<file path="src/rtl/screen_sequencer_pkg.sv">
// Shared types and constants for the screen sequencer and its arbiter.
package screen_sequencer_pkg;

  localparam int X_W = 9;
  localparam int Y_W = 8;
  localparam int C_W = 3;

  localparam int SCREEN_W      = 320;
  localparam int SCREEN_H      = 240;
  localparam int SCREEN_PIXELS = SCREEN_W * SCREEN_H;  // 76800

  typedef enum logic [2:0] {
    TITLE_DRAW = 3'd0,
    TITLE_WAIT = 3'd1,
    GAME       = 3'd2,
    END_DRAW   = 3'd3,
    END_WAIT   = 3'd4
  } state_t;

  // True in the states where the full-screen fill engine owns the VGA port.
  function automatic logic is_draw(input state_t s);
    return (s == TITLE_DRAW) || (s == END_DRAW);
  endfunction

endpackage

</file>
<file path="src/rtl/screen_sequencer_rr_arbiter.sv">
// Round-robin arbiter with burst lock for the gameplay VGA write port.
//
// Handshake: req[i] is a level held by requester i for its whole burst;
// grant is registered, one-hot or zero, and changes on the edge after req
// changes. A pixel from requester i is accepted on every edge where
// grant[i] and req[i] are both 1. Dropping enable clears grant on that edge.
module rr_arbiter #(
  parameter int NUM_REQ = 3
) (
  input  logic               clk,
  input  logic               resetn,
  input  logic [NUM_REQ-1:0] req,
  input  logic               enable,
  output logic [NUM_REQ-1:0] grant
);

  localparam int IW = (NUM_REQ > 1) ? $clog2(NUM_REQ) : 1;

  logic [IW-1:0]      last_holder;
  logic [IW-1:0]      next_holder;
  logic [NUM_REQ-1:0] next_grant;
  int                 cand;

  // Hold the current holder while it still requests; otherwise search
  // from last_holder+1 with wrap, so the last holder has lowest priority.
  always_comb begin
    next_grant  = '0;
    next_holder = last_holder;
    cand        = 0;
    if (enable) begin
      if ((grant & req) != '0) begin
        next_grant = grant;
      end else begin
        for (int k = 1; k <= NUM_REQ; k++) begin
          cand = int'(last_holder) + k;
          if (cand >= NUM_REQ) cand = cand - NUM_REQ;
          if ((next_grant == '0) && req[cand[IW-1:0]]) begin
            next_grant[cand[IW-1:0]] = 1'b1;
            next_holder              = cand[IW-1:0];
          end
        end
      end
    end
  end

  // Grant and last-holder registers; after reset requester 0 wins first.
  always_ff @(posedge clk or negedge resetn) begin
    if (!resetn) begin
      grant       <= '0;
      last_holder <= IW'(NUM_REQ - 1);
    end else begin
      grant       <= next_grant;
      last_holder <= next_holder;
    end
  end

endmodule

</file>
<file path="src/rtl/screen_sequencer.sv">
// Game screen sequencer: title fill, gameplay sprite arbitration, end fill,
// with a registered VGA write-port mux between fill engine and requesters.
module screen_sequencer
  import screen_sequencer_pkg::*;
#(
  parameter int NUM_REQ = 3
) (
  input  logic                   clk,
  input  logic                   resetn,
  input  logic                   start_key,
  input  logic                   game_over,
  input  logic                   fill_done,
  input  logic [X_W-1:0]         fill_x,
  input  logic [Y_W-1:0]         fill_y,
  input  logic [C_W-1:0]         fill_colour,
  output logic                   fill_plot,
  output logic                   display_title,
  output logic                   display_end,
  input  logic [NUM_REQ-1:0]     req,
  input  logic [X_W*NUM_REQ-1:0] req_x,
  input  logic [Y_W*NUM_REQ-1:0] req_y,
  input  logic [C_W*NUM_REQ-1:0] req_colour,
  output logic [NUM_REQ-1:0]     grant,
  output logic [X_W-1:0]         vga_x,
  output logic [Y_W-1:0]         vga_y,
  output logic [C_W-1:0]         vga_colour,
  output logic                   vga_plot,
  output logic [2:0]             state
);

  state_t         state_q;
  state_t         state_d;
  logic           fill_plot_c;
  logic           title_c;
  logic           end_c;
  logic           arb_enable;
  logic           sel_hit;
  logic [X_W-1:0] sel_x;
  logic [Y_W-1:0] sel_y;
  logic [C_W-1:0] sel_colour;

  assign state = state_q;

  // State register.
  always_ff @(posedge clk or negedge resetn) begin
    if (!resetn) state_q <= TITLE_DRAW;
    else         state_q <= state_d;
  end

  // Next-state and fill-engine control decode.
  always_comb begin
    state_d     = state_q;
    fill_plot_c = 1'b0;
    title_c     = 1'b0;
    end_c       = 1'b0;
    case (state_q)
      TITLE_DRAW: begin
        fill_plot_c = 1'b1;
        title_c     = 1'b1;
        if (fill_done) state_d = TITLE_WAIT;
      end
      TITLE_WAIT: if (start_key) state_d = GAME;
      GAME:       if (game_over) state_d = END_DRAW;
      END_DRAW: begin
        fill_plot_c = 1'b1;
        end_c       = 1'b1;
        if (fill_done) state_d = END_WAIT;
      end
      END_WAIT:   if (start_key) state_d = TITLE_DRAW;
      default:    state_d = TITLE_DRAW;
    endcase
  end

  // Fill controls stay low while reset is held, even though the state is
  // already TITLE_DRAW.
  assign fill_plot     = fill_plot_c & resetn;
  assign display_title = title_c & resetn;
  assign display_end   = end_c & resetn;

  // Leaving GAME on game_over clears grant on the same edge.
  assign arb_enable = (state_q == GAME) && !game_over;

  rr_arbiter #(
    .NUM_REQ(NUM_REQ)
  ) u_arb (
    .clk    (clk),
    .resetn (resetn),
    .req    (req),
    .enable (arb_enable),
    .grant  (grant)
  );

  // Pick the granted requester's pixel slice.
  always_comb begin
    sel_x      = '0;
    sel_y      = '0;
    sel_colour = '0;
    sel_hit    = |(grant & req);
    for (int i = 0; i < NUM_REQ; i++) begin
      if (grant[i]) begin
        sel_x      = req_x[i*X_W +: X_W];
        sel_y      = req_y[i*Y_W +: Y_W];
        sel_colour = req_colour[i*C_W +: C_W];
      end
    end
  end

  // Registered VGA write port. In DRAW states the plot strobe is fill_plot
  // delayed one cycle, suppressed on the exit edge so WAIT never writes.
  always_ff @(posedge clk or negedge resetn) begin
    if (!resetn) begin
      vga_x      <= '0;
      vga_y      <= '0;
      vga_colour <= '0;
      vga_plot   <= 1'b0;
    end else if (is_draw(state_q)) begin
      vga_x      <= fill_x;
      vga_y      <= fill_y;
      vga_colour <= fill_colour;
      vga_plot   <= fill_plot_c & ~fill_done;
    end else if (state_q == GAME) begin
      vga_x      <= sel_x;
      vga_y      <= sel_y;
      vga_colour <= sel_colour;
      vga_plot   <= sel_hit & ~game_over;
    end else begin
      vga_plot   <= 1'b0;
    end
  end

endmodule
</file>
<file path="config.mk">
export PLATFORM = sky130hd
export DESIGN_NAME = screen_sequencer
export DESIGN_NICKNAME = d
export VERILOG_FILES = /design/src/rtl/screen_sequencer_pkg.sv /design/src/rtl/screen_sequencer_rr_arbiter.sv /design/src/rtl/screen_sequencer.sv
export SDC_FILE = /design/constraint.sdc
export NUM_CORES = 1
export LEC_CHECK = 0
export ABC_AREA = 0
export CORE_MARGIN = 5
export CORE_UTILIZATION = 35
export DETAILED_ROUTE_END_ITERATION = 8
export GPL_TIMING_DRIVEN = 0
export PLACE_DENSITY_LB_ADDON = 0.3
export SETUP_SLACK_MARGIN = 0.02
export SLEW_MARGIN = 20
export SYNTH_ARGS = -nofsm -noshare
export SYNTH_HDL_FRONTEND = slang
export SYNTH_SLANG_ARGS = --single-unit
export TNS_END_PERCENT = 5
</file>
<file path="constraint.sdc">
create_clock -name clk -period 2.1 [get_ports clk]
set_input_delay 0.21 -clock clk [delete_from_list [all_inputs] [get_ports clk]]
set_output_delay 0.21 -clock clk [all_outputs]
set_load 0.01 [all_outputs]
</file>
[Word-level counts from Yosys, hierarchy flattened]
Cells that the tools add are included.
Word-level totals
  word-level logic and storage cells: 120
  input bits: 88
  register bits after elaboration: 29
  output and inout bits: 30
Operators by class
  reductions and logical operators: 18
  muxes and demuxes: 59
  order comparisons: 9
  add/sub/neg operators: 6
  eq/ne operators: 10
  bitwise logic cells: 11
Operators by type and width (count)
  3-bit two-way mux: 19
  9-bit two-way mux: 5
  8-bit two-way mux: 5
  2-bit two-way mux: 12
  3-bit case mux with 5 select lines: 1
  2-bit != test, second input constant: 6
  1-bit two-way mux: 11
  3-bit by 2-bit greater-or-equal comparator with 1-bit output, second input constant: 3
  3-bit logical NOT: 3
  2-bit by 3-bit < comparator with 1-bit output, second input constant: 3
  2-bit by 2-bit adder with 3-bit output, second input constant: 2
  1-bit binary-select mux with 2-bit select: 3
  1-bit demux with 2-bit select: 3
  3-bit by 2-bit equality test with 1-bit output, second input constant: 2
  2-bit by 1-bit greater-or-equal comparator with 1-bit output, second input constant: 3
  1-bit logical AND: 6
  3-bit bitwise OR: 2
  3-bit nonzero test: 2
  2-bit by 1-bit subtractor with 2-bit output, second input constant: 3
  1-bit bitwise AND: 5
  5-bit AND reduction: 1
  2-bit by 1-bit adder with 3-bit output, second input constant: 1
  3-bit bitwise AND: 1
  3-bit by 1-bit equality test with 1-bit output, second input constant: 1
  other kinds (8): 10

[Longest topological paths before layout]
  word-level depth: 22
  gate-level depth with buffers: 8
  mapped depth without buffers: 7

[By module]
From an unflattened synthesis, not the netlist that was laid out.
Unflattened totals
  cell total of the unflattened synthesis: 235
  area, all modules: 2260.9 sq um
Modules (own cells, without submodules)
  screen_sequencer: area each 1691.6 sq um, instances 1, seq. area each 600.6 sq um, cells an instance 168
  rr_arbiter: area each 569.3 sq um, instances 1, seq. area each 126.4 sq um, cells an instance 67

[Least setup slack after synthesis]
No wires, ideal clock.
  path type: register to register
  start: register u_arb.last_holder[1]
  end: register u_arb.last_holder[1]
  clock period less this slack: 2118 ps
  arrival time: 2041 ps
  cell stages (with the launch flop): 9
  setup slack: -18 ps
  path buffers: 1
  data required time: 2023 ps
  library setup time: 77 ps
  path through: dfstp_2 -> inv_1 -> ha_1 -> buf_2 -> inv_1 -> o221ai_1 -> nand3b_1 -> a211o_1 -> a31oi_1
On the way
  cells in the longest elaborated chain, start to end: 21
  elaborated cells between the ends (all ways): 50
  those cells by class: add/sub: 6; order compare: 7; mux: 28; bitwise: 1; reduce/logical: 8
Ends and longest elaborated chain
  start, declared: RTL line screen_sequencer_rr_arbiter.sv:19  | logic [IW-1:0] last_holder;
  start signal, assigned: RTL line screen_sequencer_rr_arbiter.sv:50  | last_holder <= IW'(NUM_REQ - 1);
  start signal, assigned: RTL line screen_sequencer_rr_arbiter.sv:53  | last_holder <= next_holder;
  2-bit by 1-bit adder with 3-bit output: RTL line screen_sequencer_rr_arbiter.sv:35  | cand = int'(last_holder) + k;
  3-bit by 2-bit greater-or-equal comparator with 1-bit output or 2-bit by 1-bit subtractor with 2-bit output (tied branches): RTL line screen_sequencer_rr_arbiter.sv:36  | if (cand >= NUM_REQ) cand = cand - NUM_REQ;
  2-bit two-way mux: RTL line screen_sequencer_rr_arbiter.sv:36
  2-bit two-way mux: RTL line screen_sequencer_rr_arbiter.sv:31  | if ((grant & req) != '0) begin
  2-bit two-way mux: RTL line screen_sequencer_rr_arbiter.sv:30  | if (enable) begin
  2-bit by 3-bit < comparator with 1-bit output (implied by the code) or 2-bit by 1-bit greater-or-equal comparator with 1-bit output (tied branches): RTL line screen_sequencer_rr_arbiter.sv:38  | next_grant[cand[IW-1:0]] = 1'b1;
  1-bit logical AND (implied by the code): RTL line screen_sequencer_rr_arbiter.sv:38
  1-bit two-way mux (implied by the code): RTL line screen_sequencer_rr_arbiter.sv:38
  [... 5 more ...]
  1-bit logical AND: RTL line screen_sequencer_rr_arbiter.sv:37  | if ((next_grant == '0) && req[cand[IW-1:0]]) begin
  3-bit two-way mux: RTL line screen_sequencer_rr_arbiter.sv:37
  3-bit two-way mux: RTL line screen_sequencer_rr_arbiter.sv:31
  3-bit two-way mux: RTL line screen_sequencer_rr_arbiter.sv:30
  3-bit logical NOT: RTL line screen_sequencer_rr_arbiter.sv:37
  1-bit logical AND: RTL line screen_sequencer_rr_arbiter.sv:37
  3-bit nonzero test (no line)
  3-bit AND reduction (no line)
Several ways; a longest one is shown, not always the timed one. The select of a mux whose other input is x is not followed.
A chain may end at the register's enable or synchronous reset.

[Worst setup path in the final report]
  start: register u_arb.last_holder[1]
  end: register u_arb.last_holder[0]
The elaborated chain is that of the path after synthesis.

==> metrics.txt <==
post-detailed-route count of antenna-violating nets 0; crit path kind reg2reg; vias in the first global route approximately 2500; Hold Path Class in2reg; Post-Syn Area 2090 µm²; setup_tns -107 ps; pin count of the biggest net entering global routing 24; skew final 1.79 ps; synthesis warning total 0; synth-to-layout area growth 76.4%; Overflow after GRT 0; CP bufs+invs 4; TritonCTS clock tree done; largest cells by area after synthesis dfrtp_1 34%, a221oi_1 8.0%, nor2b_1 6.6%; layout cells sized above 1 0.127; Max Fclk ~460 MHz; vias per cell around 5.4; failing checks negative setup slack; detailed placement HPWL 5.79 mm; core area just under 6000 µm²; Crit-path slowest cell dfstp_2; final cell count without fillers between 400 and 500; routability congestion estimate ~0.84; outcome finished, violations left; Layout Utilization 0.629; DR iter-0 viols about 110; number of synthesized flops with an enable pin 0; CP most frequent cell mux2i_1; commonest non-fill, non-tap cell in the layout clkdlybuf4s50_1; # setup viols final 3; Crit. End Element register; pre-CTS WS -514 ps; Placed Cells 450; ys flop type dfrtp_1; Core Rows 28; top cell type's share of synthesized area 0.336; die width slightly below 90 µm; Peak VDD IR 0.569 mV; Initial Util 0.357; commonest non-fill, non-tap cells in the layout 112 x clkdlybuf4s50_1, 29 x nand2_1, 26 x a21oi_1; period utilization 1.03; Synth Instances 260; routed vias ~2500; Hold Fails Final Rpt 0; #FFs+latches synth 29; clock share of power 0.128; total wire length 7.90 mm; Port-buffer cells 115; Final Max Tran Viols 0; drt wl/cell 16.8 µm; syn_nets between 300 and 400; Arr. time, crit path 2310 ps; CP top delay family flip-flops; Slew @ Worst Pin ~590 ps; total die area 7610 µm²; # IOs 118; clock slew at reported path FFs 60 ps; maximum buffer depth of the clock tree 2; PD cells 1260 nW/µm²; Int Pwr between 2 and 3 mW; H-tree lvl count 2; area leader, netlist dfrtp_1; Synth cell types 41; Clk Latency, worst-skew pair 270 ps; crit path cell chain inv_4 -> ha_4 -> buf_8 -> clkinvlp_4 -> o221ai_4 -> nand3b_1 -> buf_4 -> mux2i_1 -> mux2i_1; die height 87.2 µm; clk sinks 29; first-pass iteration count of the detailed router 4; sequential fraction of the synthesis area 0.348; initial antenna violation count 0; ys async rst share 1.00; Critical Path Start Type register; DRC violations left 0; Reg power frac 0.199; Hold Worst Slack 394 ps; RSZ-0062 raised after global routing yes; Rel. slew slack 0.609; Antenna Cells 0; maxcap violations 0; crit path time final 2160 ps; Num CTS Buffers 5; combinational share of power 0.673; Sw Ratio 0.428; fillers a little over 500; root buf cell clkbuf_8; worst setup margin -57.2 ps; crit-path max FO 8; Worst EP required roughly 2300 ps; CP peak stage delay 600 ps; Leak Pwr about 1.4 nW; fin nets 486; Switch Pwr 1.99 mW; Avg Synthesized Cell Area 8.03 µm²; Overall Global Routing Usage 0.201; first-pass GRT wire length 12.0 mm
registers in the layout, indices dropped and copies added, names as in the netlist:
signal and cells:
vga_plot 1, vga_x 9, vga_y 8, u_arb.last_holder 2, state 3, vga_colour 3, u_arb.grant 3
through the flow:
step | total power, mW | cell area (µm²)
final | 4.66 | 3680
after global routing | 5.00 | 3680
after CTS | 4.31 | 3550
after detailed placement | 3.52 | 3330
after global placement | 3.46 | 3340
after floorplan | 2.47 | 2090
cell families (layout without fill, tap and decap cells):
logic type	Yosys count	in the layout	synth area share
compound gates	93	93	0.288
xor+xnor	1	1	0.00420
fa+ha+maj	5	5	0.0300
buf+inv	31	165	0.0617
flops	29	29	0.348
mux	7	7	0.0348
simple gates	94	94	0.233
worst paths after layout:
kind,slack [ps],end,cells after the start,from
min in group asynchronous,470,u_arb.last_holder[1]$_DFFE_PN1P_,2,resetn
setup reg to reg,-60,u_arb.last_holder[0]$_DFFE_PN0P_,9,u_arb.last_holder[1]$_DFFE_PN1P_
max in group asynchronous,850,u_arb.last_holder[0]$_DFFE_PN0P_,3,resetn
hold / removal,390,u_arb.last_holder[1]$_DFFE_PN1P_,4,req[1]
setup / recovery,-60,u_arb.last_holder[0]$_DFFE_PN0P_,9,u_arb.last_holder[1]$_DFFE_PN1P_
hold reg to reg,480,vga_colour[2]$_DFFE_PN0P_,2,vga_colour[2]$_DFFE_PN0P_
cells in the mapped netlist, drive strengths merged (2+ instances only):
master and instances:
a21oi 27, a221oi 19, a31oi 5, buf 5, clkbuf 18, dfrtp 28, ha 5, inv 8
mux2 2, mux2i 5, nand2 30, nand2b 5, nand3b 3, nor2 6, nor2b 22, nor3 21
nor4b 2, o211ai 2, o21ai 25, o2bb2ai 2, o32ai 2
layout make-up:
| cell class | count | area [µm²] | share of cell area |
|---|---|---|---|
| inverters | 8 | 36.3 | 0.00986 |
| well taps | 75 | 93.8 | 0.0255 |
| clock inverters | 1 | 30.0 | 0.00816 |
| plain buffers | 21 | 114 | 0.0309 |
| clock buffers | 7 | 86.3 | 0.0235 |
| multi-input cells | 200 | 1340 | 0.365 |
| repair buffers | 128 | 1250 | 0.339 |
| flip-flops and latches | 29 | 731 | 0.199 |
worst min-delay path: stages:
cell and delay [ps]:
buf_6 110, o21ai_1 150, nand3_1 130, a31oi_1 80
power groups by stage:
stage / Combinational, mW / Clock (mW) / Sequential (mW)
after floorplan: 1.48 / 0 / 0.990
final: 3.13 / 0.595 / 0.926
after global placement: 2.54 / 0 / 0.913
after detailed placement: 2.59 / 0 / 0.923
after global routing: 3.41 / 0.635 / 0.956
after CTS: 2.78 / 0.608 / 0.918
routing by layer:
layer	GRT usage	up-vias	wire length [µm]
li1	-	1218	-
met2	0.341	107	3800
met5	0	-	0
met4	0.0642	0	212
met1	0.247	1187	3190
met3	0.0539	17	688
what timing repair did:
action	in CTS	in global routing
endpoints found under the setup margin	26	22
hold buffers	3	0
buffers inserted	1	9
gates resized for setup	23	12
pin swaps	5	5
endpoints found under the hold margin	5	0
Power figures use the tool's default switching activity.
